===== src/rtl/panel_io_core_if.sv =====
// ---------------------------------------------------------------------------
// panel_io_core_if
// Bundles the front-panel key and display signals that pass between the
// panel core and the board logic that uses it.
//   key             5  raw keys, active-low (UP, DOWN, LEFT, RIGHT, ENTER)
//   number         20  binary value to display
//   point_position  6  decimal-point mask, bit i = digit i
//   shank_position  6  blink mask, bit i = digit i
//   key_state      10  [4:0] debounced levels, [9:5] one-clk press pulses
//   dig             8  segments, active-low, [7] = dp
//   sel             6  digit select, active-low, sel[0] = rightmost digit
// master: the board side (drives keys and display data).
// slave:  the panel core.
// ---------------------------------------------------------------------------
interface panel_io_core_if;
    logic [4:0]  key;
    logic [19:0] number;
    logic [5:0]  point_position;
    logic [5:0]  shank_position;
    logic [9:0]  key_state;
    logic [7:0]  dig;
    logic [5:0]  sel;

    modport master (
        output key, number, point_position, shank_position,
        input  key_state, dig, sel
    );

    modport slave (
        input  key, number, point_position, shank_position,
        output key_state, dig, sel
    );
endinterface


===== src/rtl/panel_io_core.sv =====
// ---------------------------------------------------------------------------
// panel_io_core
// Front-panel I/O for the signal-generator board: timebases, uptime
// counters, debounced navigation keys and a 6-digit multiplexed 7-segment
// display of a 20-bit value in decimal. Single clock domain; the divided
// clocks are outputs only.
// Ports:
//   clk               system clock (50 MHz)
//   rst_n             synchronous active-low reset
//   io                panel_io_core_if.slave (keys, display data, key_state,
//                     dig, sel)
//   clk_100k          100 kHz square wave, 50% duty
//   clk_1k            1 kHz square wave, 50% duty
//   tick_1k           one-clk strobe every SLOW_DIV cycles
//   system_time       ms since reset (wraps)
//   system_time_10ms  10 ms units since reset (wraps)
// ---------------------------------------------------------------------------
module panel_io_core #(
    parameter int FAST_DIV    = 500,
    parameter int SLOW_DIV    = 50000,
    parameter int DEBOUNCE_MS = 20,
    parameter int BLINK_MS    = 250
) (
    input  logic                 clk,
    input  logic                 rst_n,
    panel_io_core_if.slave       io,
    output logic                 clk_100k,
    output logic                 clk_1k,
    output logic                 tick_1k,
    output logic [31:0]          system_time,
    output logic [31:0]          system_time_10ms
);

    localparam int FAST_HALF = FAST_DIV / 2;
    localparam int FW        = $clog2(FAST_HALF);
    localparam int SW        = $clog2(SLOW_DIV);
    localparam int DW        = $clog2(DEBOUNCE_MS + 1);
    localparam int BW        = $clog2(BLINK_MS + 1);

    // ------------------------------------------------------------------
    // Timebases and uptime counters
    // ------------------------------------------------------------------
    logic [FW-1:0] fast_cnt;
    logic [SW-1:0] slow_cnt;
    logic [3:0]    tenth_cnt;
    logic          slow_mid;
    logic          slow_wrap;

    assign slow_mid  = (slow_cnt == SW'(SLOW_DIV / 2 - 1));
    assign slow_wrap = (slow_cnt == SW'(SLOW_DIV - 1));

    // NOTE: every register here is written with <= so that all flops sample
    // the same pre-edge values; blocking = would make results depend on
    // statement order within the block.
    always_ff @(posedge clk) begin
        if (!rst_n) begin
            fast_cnt <= '0;
            clk_100k <= 1'b0;
        end else if (fast_cnt == FW'(FAST_HALF - 1)) begin
            fast_cnt <= '0;
            clk_100k <= ~clk_100k;
        end else begin
            fast_cnt <= fast_cnt + FW'(1);
        end
    end

    // clk_1k rises half-way through the slow period and falls at its end,
    // together with the tick strobe and the uptime increments.
    always_ff @(posedge clk) begin
        if (!rst_n) begin
            slow_cnt         <= '0;
            clk_1k           <= 1'b0;
            tick_1k          <= 1'b0;
            tenth_cnt        <= '0;
            system_time      <= '0;
            system_time_10ms <= '0;
        end else begin
            tick_1k <= slow_wrap;
            if (slow_wrap) begin
                slow_cnt    <= '0;
                clk_1k      <= 1'b0;
                system_time <= system_time + 32'd1;
                if (tenth_cnt == 4'd9) begin
                    tenth_cnt        <= '0;
                    system_time_10ms <= system_time_10ms + 32'd1;
                end else begin
                    tenth_cnt <= tenth_cnt + 4'd1;
                end
            end else begin
                slow_cnt <= slow_cnt + SW'(1);
                if (slow_mid) clk_1k <= 1'b1;
            end
        end
    end

    // ------------------------------------------------------------------
    // Key synchroniser and debouncer
    // ------------------------------------------------------------------
    logic [4:0]    key_meta;
    logic [4:0]    key_sync;
    logic [4:0]    key_pressed;
    logic [4:0]    key_level;
    logic [4:0]    key_pulse;
    logic [DW-1:0] db_cnt [5];

    // Synchroniser resets to all-ones (keys released) so no phantom press
    // is seen while the raw inputs settle.
    always_ff @(posedge clk) begin
        if (!rst_n) begin
            key_meta <= 5'h1F;
            key_sync <= 5'h1F;
        end else begin
            key_meta <= io.key;
            key_sync <= key_meta;
        end
    end

    assign key_pressed = ~key_sync;

    always_ff @(posedge clk) begin
        if (!rst_n) begin
            key_level <= '0;
            key_pulse <= '0;
            // NOTE: db_cnt is five small counters, not a RAM, so clearing
            // it in reset is cheap and keeps a mid-run reset deterministic.
            for (int i = 0; i < 5; i++) db_cnt[i] <= '0;
        end else begin
            key_pulse <= '0;
            if (tick_1k) begin
                for (int i = 0; i < 5; i++) begin
                    if (key_pressed[i] == key_level[i]) begin
                        db_cnt[i] <= '0;
                    end else if (db_cnt[i] == DW'(DEBOUNCE_MS - 1)) begin
                        // This is the DEBOUNCE_MS-th differing sample.
                        db_cnt[i]    <= '0;
                        key_level[i] <= ~key_level[i];
                        key_pulse[i] <= ~key_level[i];
                    end else begin
                        db_cnt[i] <= db_cnt[i] + DW'(1);
                    end
                end
            end
        end
    end

    assign io.key_state = {key_pulse, key_level};

    // ------------------------------------------------------------------
    // Binary to BCD (sequential double-dabble, one bit per clk)
    // ------------------------------------------------------------------
    logic [19:0] number_sat;
    logic [19:0] conv_bin;
    logic [22:0] conv_bcd;
    logic [22:0] bcd_adj;
    logic [23:0] bcd_next;
    logic [4:0]  conv_cnt;
    logic        conv_busy;
    logic [23:0] disp_bcd;

    assign number_sat = (io.number > 20'd999999) ? 20'd999999 : io.number;

    // The top digit never exceeds 4 before the final shift (result <= 9),
    // so only digits 0..4 need the add-3 step and the working register
    // can stay 23 bits wide.
    // NOTE: bcd_adj gets a full default before the conditional updates so
    // no path leaves it unassigned and no latch is inferred.
    always_comb begin
        bcd_adj = conv_bcd;
        for (int i = 0; i < 5; i++) begin
            if (conv_bcd[4*i +: 4] >= 4'd5) bcd_adj[4*i +: 4] = conv_bcd[4*i +: 4] + 4'd3;
        end
        bcd_next = {bcd_adj, conv_bin[19]};
    end

    // A new tick restarts the conversion; with the 1 ms tick the 20-clk
    // conversion always finishes long before that.
    always_ff @(posedge clk) begin
        if (!rst_n) begin
            conv_bin  <= '0;
            conv_bcd  <= '0;
            conv_cnt  <= '0;
            conv_busy <= 1'b0;
            disp_bcd  <= '0;
        end else if (tick_1k) begin
            conv_bin  <= number_sat;
            conv_bcd  <= '0;
            conv_cnt  <= '0;
            conv_busy <= 1'b1;
        end else if (conv_busy) begin
            conv_bin <= {conv_bin[18:0], 1'b0};
            conv_bcd <= bcd_next[22:0];
            if (conv_cnt == 5'd19) begin
                conv_busy <= 1'b0;
                disp_bcd  <= bcd_next;
            end else begin
                conv_cnt <= conv_cnt + 5'd1;
            end
        end
    end

    // ------------------------------------------------------------------
    // Display scan and blink
    // ------------------------------------------------------------------
    logic [2:0]    scan_idx;
    logic [BW-1:0] blink_cnt;
    logic          blink_blank;
    logic [3:0]    cur_digit;
    logic [7:0]    seg;
    logic [7:0]    dig_q;
    logic [5:0]    sel_q;

    function automatic logic [7:0] seg_code(input logic [3:0] d);
        case (d)
            4'd0:    seg_code = 8'hC0;
            4'd1:    seg_code = 8'hF9;
            4'd2:    seg_code = 8'hA4;
            4'd3:    seg_code = 8'hB0;
            4'd4:    seg_code = 8'h99;
            4'd5:    seg_code = 8'h92;
            4'd6:    seg_code = 8'h82;
            4'd7:    seg_code = 8'hF8;
            4'd8:    seg_code = 8'h80;
            4'd9:    seg_code = 8'h90;
            default: seg_code = 8'hFF;
        endcase
    endfunction

    assign cur_digit = disp_bcd[{scan_idx, 2'b00} +: 4];

    always_comb begin
        seg = seg_code(cur_digit);
        if (io.point_position[scan_idx]) seg[7] = 1'b0;
        if (io.shank_position[scan_idx] && blink_blank) seg = 8'hFF;
    end

    always_ff @(posedge clk) begin
        if (!rst_n) begin
            scan_idx    <= '0;
            blink_cnt   <= '0;
            blink_blank <= 1'b0;
            dig_q       <= 8'hFF;
            sel_q       <= 6'h3F;
        end else if (tick_1k) begin
            dig_q    <= seg;
            sel_q    <= ~(6'b1 << scan_idx);
            scan_idx <= (scan_idx == 3'd5) ? 3'd0 : scan_idx + 3'd1;
            if (blink_cnt == BW'(BLINK_MS - 1)) begin
                blink_cnt   <= '0;
                blink_blank <= ~blink_blank;
            end else begin
                blink_cnt <= blink_cnt + BW'(1);
            end
        end
    end

    assign io.dig = dig_q;
    assign io.sel = sel_q;

endmodule


===== src/flat_wrapper.sv =====
// flat-port wrapper written by rule: the top's interface ports become plain ports
module panel_io_core_flat 
#(
    parameter int FAST_DIV    = 500,
    parameter int SLOW_DIV    = 50000,
    parameter int DEBOUNCE_MS = 20,
    parameter int BLINK_MS    = 250
)
  (clk, rst_n, clk_100k, clk_1k, tick_1k, system_time, system_time_10ms, io_key, io_number, io_point_position, io_shank_position, io_key_state, io_dig, io_sel);
  panel_io_core_if io_i ();
  input  logic clk;
  input  logic rst_n;
  output logic clk_100k;
  output logic clk_1k;
  output logic tick_1k;
  output logic [31:0] system_time;
  output logic [31:0] system_time_10ms;
  input wire logic [$bits(io_i.key)-1:0] io_key;
  input wire logic [$bits(io_i.number)-1:0] io_number;
  input wire logic [$bits(io_i.point_position)-1:0] io_point_position;
  input wire logic [$bits(io_i.shank_position)-1:0] io_shank_position;
  output wire logic [$bits(io_i.key_state)-1:0] io_key_state;
  output wire logic [$bits(io_i.dig)-1:0] io_dig;
  output wire logic [$bits(io_i.sel)-1:0] io_sel;
  assign io_i.key = io_key;
  assign io_i.number = io_number;
  assign io_i.point_position = io_point_position;
  assign io_i.shank_position = io_shank_position;
  assign io_key_state = io_i.key_state;
  assign io_dig = io_i.dig;
  assign io_sel = io_i.sel;
  panel_io_core #(.FAST_DIV(FAST_DIV), .SLOW_DIV(SLOW_DIV), .DEBOUNCE_MS(DEBOUNCE_MS), .BLINK_MS(BLINK_MS)) u_core (.clk(clk), .rst_n(rst_n), .io(io_i), .clk_100k(clk_100k), .clk_1k(clk_1k), .tick_1k(tick_1k), .system_time(system_time), .system_time_10ms(system_time_10ms));
endmodule

===== config.mk =====
export PLATFORM = sky130hd
export DESIGN_NAME = panel_io_core_flat
export DESIGN_NICKNAME = d
export VERILOG_FILES = /design/src/rtl/panel_io_core_if.sv /design/src/rtl/panel_io_core.sv /design/src/flat_wrapper.sv
export SDC_FILE = /design/constraint.sdc
export NUM_CORES = 1
export LEC_CHECK = 0
export CORE_UTILIZATION = 56
export DETAILED_ROUTE_END_ITERATION = 12
export PLACE_DENSITY = 0.8
export SKIP_LAST_GASP = 1
export SYNTH_ARGS = -nofsm -noshare
export SYNTH_HDL_FRONTEND = slang
export SYNTH_SLANG_ARGS = --single-unit

===== constraint.sdc =====
create_clock -name clk -period 3.62 [get_ports clk]
set_input_delay 0.724 -clock clk [delete_from_list [all_inputs] [get_ports clk]]
set_output_delay 0.724 -clock clk [all_outputs]
set_load 0.03 [all_outputs]

After elaboration in Yosys (flattened, before gate mapping). Memory sizes are Yosys's and may differ from the RTL's. Index checks and enable logic that the tools add are counted.

Equal/unequal tests: 17. Add/sub/neg operators: 18. Magnitude comparators: 7. Mux-type cells: 106. Bitwise gates (word level): 37. Shifts and indexed selects: 2. Reductions and logical operators: 19.

Operator list (count): 2-to-1 mux 1 bit (77); 2-to-1 mux 5 bit (15); adder 32 x 1 -> 32 bit, second input constant (2); 2-to-1 mux 20 bit (3); adder 5 x 1 -> 5 bit, second input constant (6); == test 5 bit, second input constant (6); 2-to-1 mux 4 bit (6); variable part select 24 x 6 -> 4 bit (1); adder 4 x 2 -> 4 bit, second input constant (5); greater-or-equal comparator 4 x 3 -> 1 bit, second input constant (5); greater-than comparator 20 bit, second input constant (1); NOT 1 bit (20); OR reduction 4 bit (5); AND reduction 3 bit (6); adder 16 x 1 -> 16 bit, second input constant (1); adder 8 x 1 -> 8 bit, second input constant (2); == test 16 x 15 -> 1 bit, second input constant (1); == test 16 bit, second input constant (1); == test 8 bit, second input constant (2); 2-to-1 mux 8 bit (2); bitwise OR 1 bit (15); binary-select mux 1 bit (select 3 bit) (2); NOT 6 bit (1); AND reduction 2 bit (3); other kinds (12) (18).

Register bits after elaboration: 214. Word-level logic and storage cells: 238. Output and inout bits: 91. Bits in writable memories: 25. Bits in read-only memories: 112. Memories kept: 2.

Memories: (name not given) (words 16, width 7, rd ports 1, clocked after memory_dff 0, wr ports 0, RTL line panel_io_core.sv:213) `case (d)`; u_core.db_cnt (words 5, width 5, rd ports 5, clocked after memory_dff 0, wr ports 5, RTL line panel_io_core.sv:104) `logic [DW-1:0] db_cnt [5];`.

Longest topological paths before layout.
Depth after elaboration: 9. Gate-level depth with buffers: 10. Mapped depth without buffers: 8.

Worst setup path before layout. No wires, ideal clock.

Path kind: reg2reg. Start point: reg u_core.slow_cnt[11]. End point: reg u_core.system_time[22]. Stages on the path, launching flop included: 7. Data arrival time: 2.586 ns. Data required time: 3.550 ns. Slack: 0.963 ns. Path buffers: 1. Clock period less this slack: 2.657 ns. Library setup time: 0.070 ns. Path through: dfxtp_1 -> or4_4 -> or4_4 -> buf_6 -> or4_4 -> or4_1 -> a21oi_1.

Cells in the longest elaborated chain, start to end: 1.

RTL lines: start: declaration (RTL line panel_io_core.sv:44) `logic [SW-1:0] slow_cnt;`; start signal: assignment (RTL line panel_io_core.sv:90) `slow_cnt <= slow_cnt + SW'(1);`; == test 16 bit (RTL line panel_io_core.sv:50) `assign slow_wrap = (slow_cnt == SW'(SLOW_DIV - 1));`; end signal: assignment (RTL line panel_io_core.sv:82) `system_time <= system_time + 32'd1;`; end: declaration (RTL line panel_io_core.sv:30) `output logic [31:0] system_time,`.

Every way passes these cells. A chain may end at the register's enable or synchronous reset.

Worst setup path in the final report.
Start point: reg u_core.slow_cnt[6]. End point: reg u_core.system_time_10ms[26].

Cells in the longest elaborated chain, start to end: 2.

RTL lines: == test 16 bit (RTL line panel_io_core.sv:50); AND reduction 2 bit (no source line); end signal: assignment (RTL line panel_io_core.sv:85) `system_time_10ms <= system_time_10ms + 32'd1;`; end: declaration (RTL line panel_io_core.sv:31) `output logic [31:0] system_time_10ms`.

Every way passes these cells.

==> impl_metrics.tcl <==
set metrics [dict create \
    detail_route.drc_violations 0 \
    power_frac_comb_pct 2.7 \
    final_net_count 1400 \
    synth_enable_flop_cells 25 \
    post_synth_instance_area_mm2 0.01088 \
    grt_start_max_net_pins 61 \
    cts-root-to-sink-buffers 3 \
    final-max-slew-violation-count 0 \
    timing.critical_path.fanout_max 16 \
    avgViaCountPerCell 5.697 \
    cts_tree "yes" \
    worst-endpoint-required_ns 4.06 \
    setup-tns-final_ns 0 \
    wl_mm 24.64 \
    p_total_uw 5600 \
    detail_route.first_pass.iterations 5 \
    globalplace.congestion 0.8212 \
    drt-wirelength-per-cell_um 15.28 \
    setup_viol 0 \
    core-area_mm2 0.01889 \
    clock-skew-final_ns 0.007360 \
    arrival_ns 3.38 \
    synth_cell_types 54 \
    crit_path_end_kind "register" \
    post_synth_inst_count 1221 \
    cts_num_sinks 239 \
    portBuffers 129 \
    syn-num-nets 1289 \
    share_of_flip_flops_with_an_asynchronous_set_or_reset_after_synthesis_pct 0 \
    num_rows 50 \
    grt_pass1_vias 8585 \
    ys_seq_area_share_pct 46.30 \
    min-delay-path-class "reg -> reg" \
    fmax_mhz 340.2 \
    ys_top_cells_by_area "sky130_fd_sc_hd__dfxtp_1 39%, sky130_fd_sc_hd__edfxtp_1 6.9%, sky130_fd_sc_hd__nor2_1 5.2%, sky130_fd_sc_hd__mux2i_1 4.8%, sky130_fd_sc_hd__a21oi_1 4.6%" \
    min_period_over_period_pct 81.19 \
    timing.max_cap.violations 0 \
    synth_seq_cells 239 \
    power_density_mw_per_mm2 422.0 \
    timing.max_slew.rel_slack_pct 45.20 \
    io_pins 130 \
    post-cts-setup-buffer-count 0 \
    first_pass_grt_wire_length_mm 40.79 \
    grt_remaining_overflow 0 \
    grt_use_total_pct 24.45 \
    p_leak_uw 0.004350 \
    sequentialPowerShare_pct 48.6 \
    ir_drop_v 0.0003883 \
    final_period_minus_worst_setup_slack_ns 2.939 \
    synth.yosys.warnings 0 \
    setup_repair_after_global_routing_missed_its_margin "false" \
    hold_buffers 0 \
    layout-area-overhead-vs-synth_pct 22.02 \
    status "finished, final reports clean" \
    clock_power_share_pct 48.7 \
    layoutNonFillerInstCount 1613 \
    dp.cells 1564 \
    synthDominantAreaCellType "sky130_fd_sc_hd__dfxtp_1" \
    yosysTopAreaCellShare_pct 39.39 \
    grt_antenna_before_repair 0 \
    cts_repair_resize_count 0 \
    die_height_um 141.4 \
    timing.setup.critical_path_class "reg -> reg" \
    syn_area_per_cell_um2 8.907 \
    power_report.internal_total_uw 4448 \
    dominantRegCellSynth "sky130_fd_sc_hd__dfxtp_1" \
    initial_utilization_pct 57.56 \
    dr.first_iter.drc_count 512 \
    die_area_mm2 0.01998 \
    fraction_of_layout_instances_using_a_drive_strength_above_1_pct 5.325 \
    htreeDepth 1 \
    cts.root.buffer_cell "sky130_fd_sc_hd__clkbuf_16" \
    fin_hold_viols 0 \
    dp_hpwl_mm 16.27 \
    via_count 9189 \
    floorplan.die.width_um 141.4 \
    clk_transition_reported_paths_ns 0.06 \
    numCtsBuffers 26 \
    final_util_pct 70.24 \
    netSwitchingFraction_pct 20.57 \
    power.net_switching_uw 1152 \
    setup_crit_start_kind "register" \
    drtAntennaViolNets 0 \
    worst_skew_pair.late_latency_ns 0.52 \
    worst_slew_pin_slew_ns 0.8208 \
]
==> flip-flops by register name, summed over array words and instances, names as in the netlist, 5 cells and up <==
register,cells
u_core.db_cnt,25
u_core.io.sel,6
u_core.key_sync,5
u_core.slow_cnt,16
u_core.key_pulse,5
u_core.conv_bcd,23
u_core.disp_bcd,24
u_core.conv_cnt,5
u_core.blink_cnt,8
u_core.io.dig,8
u_core.key_meta,5
u_core.conv_bin,20
u_core.key_level,5
u_core.system_time,32
u_core.fast_cnt,8
u_core.system_time_10ms,32
==> power by group through the flow <==
stage | combinational, uW | clock [uW] | sequential [uW]
after CTS | 151 | 2770 | 2720
after global routing | 166 | 2870 | 2720
after detailed placement | 149 | 0 | 2780
after floorplan | 81.1 | 0 | 2770
final | 151 | 2730 | 2720
after global placement | 148 | 0 | 2780
==> worst max-delay path, cell delays in order, from the launching register on <==
cell	delay, ns
sky130_fd_sc_hd__dfxtp_1	0.41
sky130_fd_sc_hd__or4bb_4	0.59
sky130_fd_sc_hd__nor4_4	0.50
sky130_fd_sc_hd__nand3_1	0.58
sky130_fd_sc_hd__or4_1	0.63
sky130_fd_sc_hd__a21oi_1	0.14
==> per-layer routing <==
metal	track usage [%]	vias to the layer above	wire [um]
met5	0	-	0
met4	5.835	0	416
met3	3.915	33	1416
met2	41.19	231	11480
met1	32.85	4355	11330
li1	-	4570	-
==> synth_stat cells (29+ instances only) <==
master	instances
sky130_fd_sc_hd__a21oi_1	99
sky130_fd_sc_hd__clkbuf_1	51
sky130_fd_sc_hd__dfxtp_1	214
sky130_fd_sc_hd__ha_1	29
sky130_fd_sc_hd__inv_1	34
sky130_fd_sc_hd__mux2i_1	52
sky130_fd_sc_hd__nand2_1	111
sky130_fd_sc_hd__nand3_1	61
sky130_fd_sc_hd__nor2_1	150
sky130_fd_sc_hd__o21ai_0	45
sky130_fd_sc_hd__xnor2_1	43
sky130_fd_sc_hd__xor2_1	30
==> cells by family (layout without fill, tap and decap cells) <==
kind of cell             count (synthesis)  in the layout  synth area share (%)
AO/OA/AOI/OAI                          234            234                 12.89
XOR/XNOR                                73             73                 5.879
adder cells (fa/ha/maj)                 29             29                 3.336
buffers and inverters                   94            225                 3.313
flip-flops                             239            239                 46.30
multiplexers                            55             55                 5.304
other                                    0              1                     0
AND/OR/NAND/NOR                        497            497                 22.99
==> cell type report <==
cell class | instances | area (um2)
timing repair buffer | 142 | 1389
sequential | 239 | 5036
clock buffer | 39 | 770.7
clock inverter | 9 | 122.6
tap | 260 | 325.3
fill | 1468 | 5623
multi-input combinational | 888 | 5492
antenna | 1 | 2.502
inverter | 35 | 132.6
==> metrics by stage <==
step	hold slack (ns)	instance area, um2	setup WS (ns)
after floorplan	0.3863	10880	0.9631
after global placement	0.3903	12370	0.8450
after detailed placement	0.3929	12370	0.7651
after CTS	0.4151	13270	0.7201
after global routing	0.4399	13270	0.4983
final	0.4125	13270	0.6808
==> worst paths after layout <==
kind                            slack, ns          startpoint  cells after the start                           to
worst max register to register       0.68  u_core.slow_cnt[6]                      5  u_core.system_time_10ms[26]
worst max-delay path                 0.68  u_core.slow_cnt[6]                      5  u_core.system_time_10ms[26]
worst min-delay path                 0.41  u_core.key_meta[2]                      1           u_core.key_sync[2]
worst min register to register       0.41  u_core.key_meta[2]                      1           u_core.key_sync[2]
==> cell usage in the layout, fill, tap and decap left out, types with 6 or more instances in the layout <==
cell,count
sky130_fd_sc_hd__nand3_1,61
sky130_fd_sc_hd__or4_1,26
sky130_fd_sc_hd__nand4_1,23
sky130_fd_sc_hd__o31ai_1,25
sky130_fd_sc_hd__a311oi_1,9
sky130_fd_sc_hd__ha_1,29
sky130_fd_sc_hd__clkdlybuf4s50_1,129
sky130_fd_sc_hd__nand2b_1,20
sky130_fd_sc_hd__a21oi_1,99
sky130_fd_sc_hd__dfxtp_1,213
sky130_fd_sc_hd__nor2_1,150
sky130_fd_sc_hd__nor3_1,12
sky130_fd_sc_hd__xor2_1,30
sky130_fd_sc_hd__clkbuf_1,7
sky130_fd_sc_hd__and3_1,12
sky130_fd_sc_hd__a211oi_1,10
sky130_fd_sc_hd__and2_1,6
sky130_fd_sc_hd__a31oi_1,7
sky130_fd_sc_hd__clkbuf_16,27
sky130_fd_sc_hd__nor4_1,11
sky130_fd_sc_hd__clkinv_2,6
sky130_fd_sc_hd__or3_1,26
sky130_fd_sc_hd__nor3b_1,6
sky130_fd_sc_hd__and4_1,6
sky130_fd_sc_hd__mux2i_1,52
sky130_fd_sc_hd__o22ai_1,12
sky130_fd_sc_hd__buf_4,13
sky130_fd_sc_hd__edfxtp_1,25
sky130_fd_sc_hd__o21ai_0,45
sky130_fd_sc_hd__nand2_1,111
sky130_fd_sc_hd__inv_1,33
sky130_fd_sc_hd__o21a_1,13
sky130_fd_sc_hd__xnor2_1,43
sky130_fd_sc_hd__o31a_1,6
(Power assumes the default switching activity.)
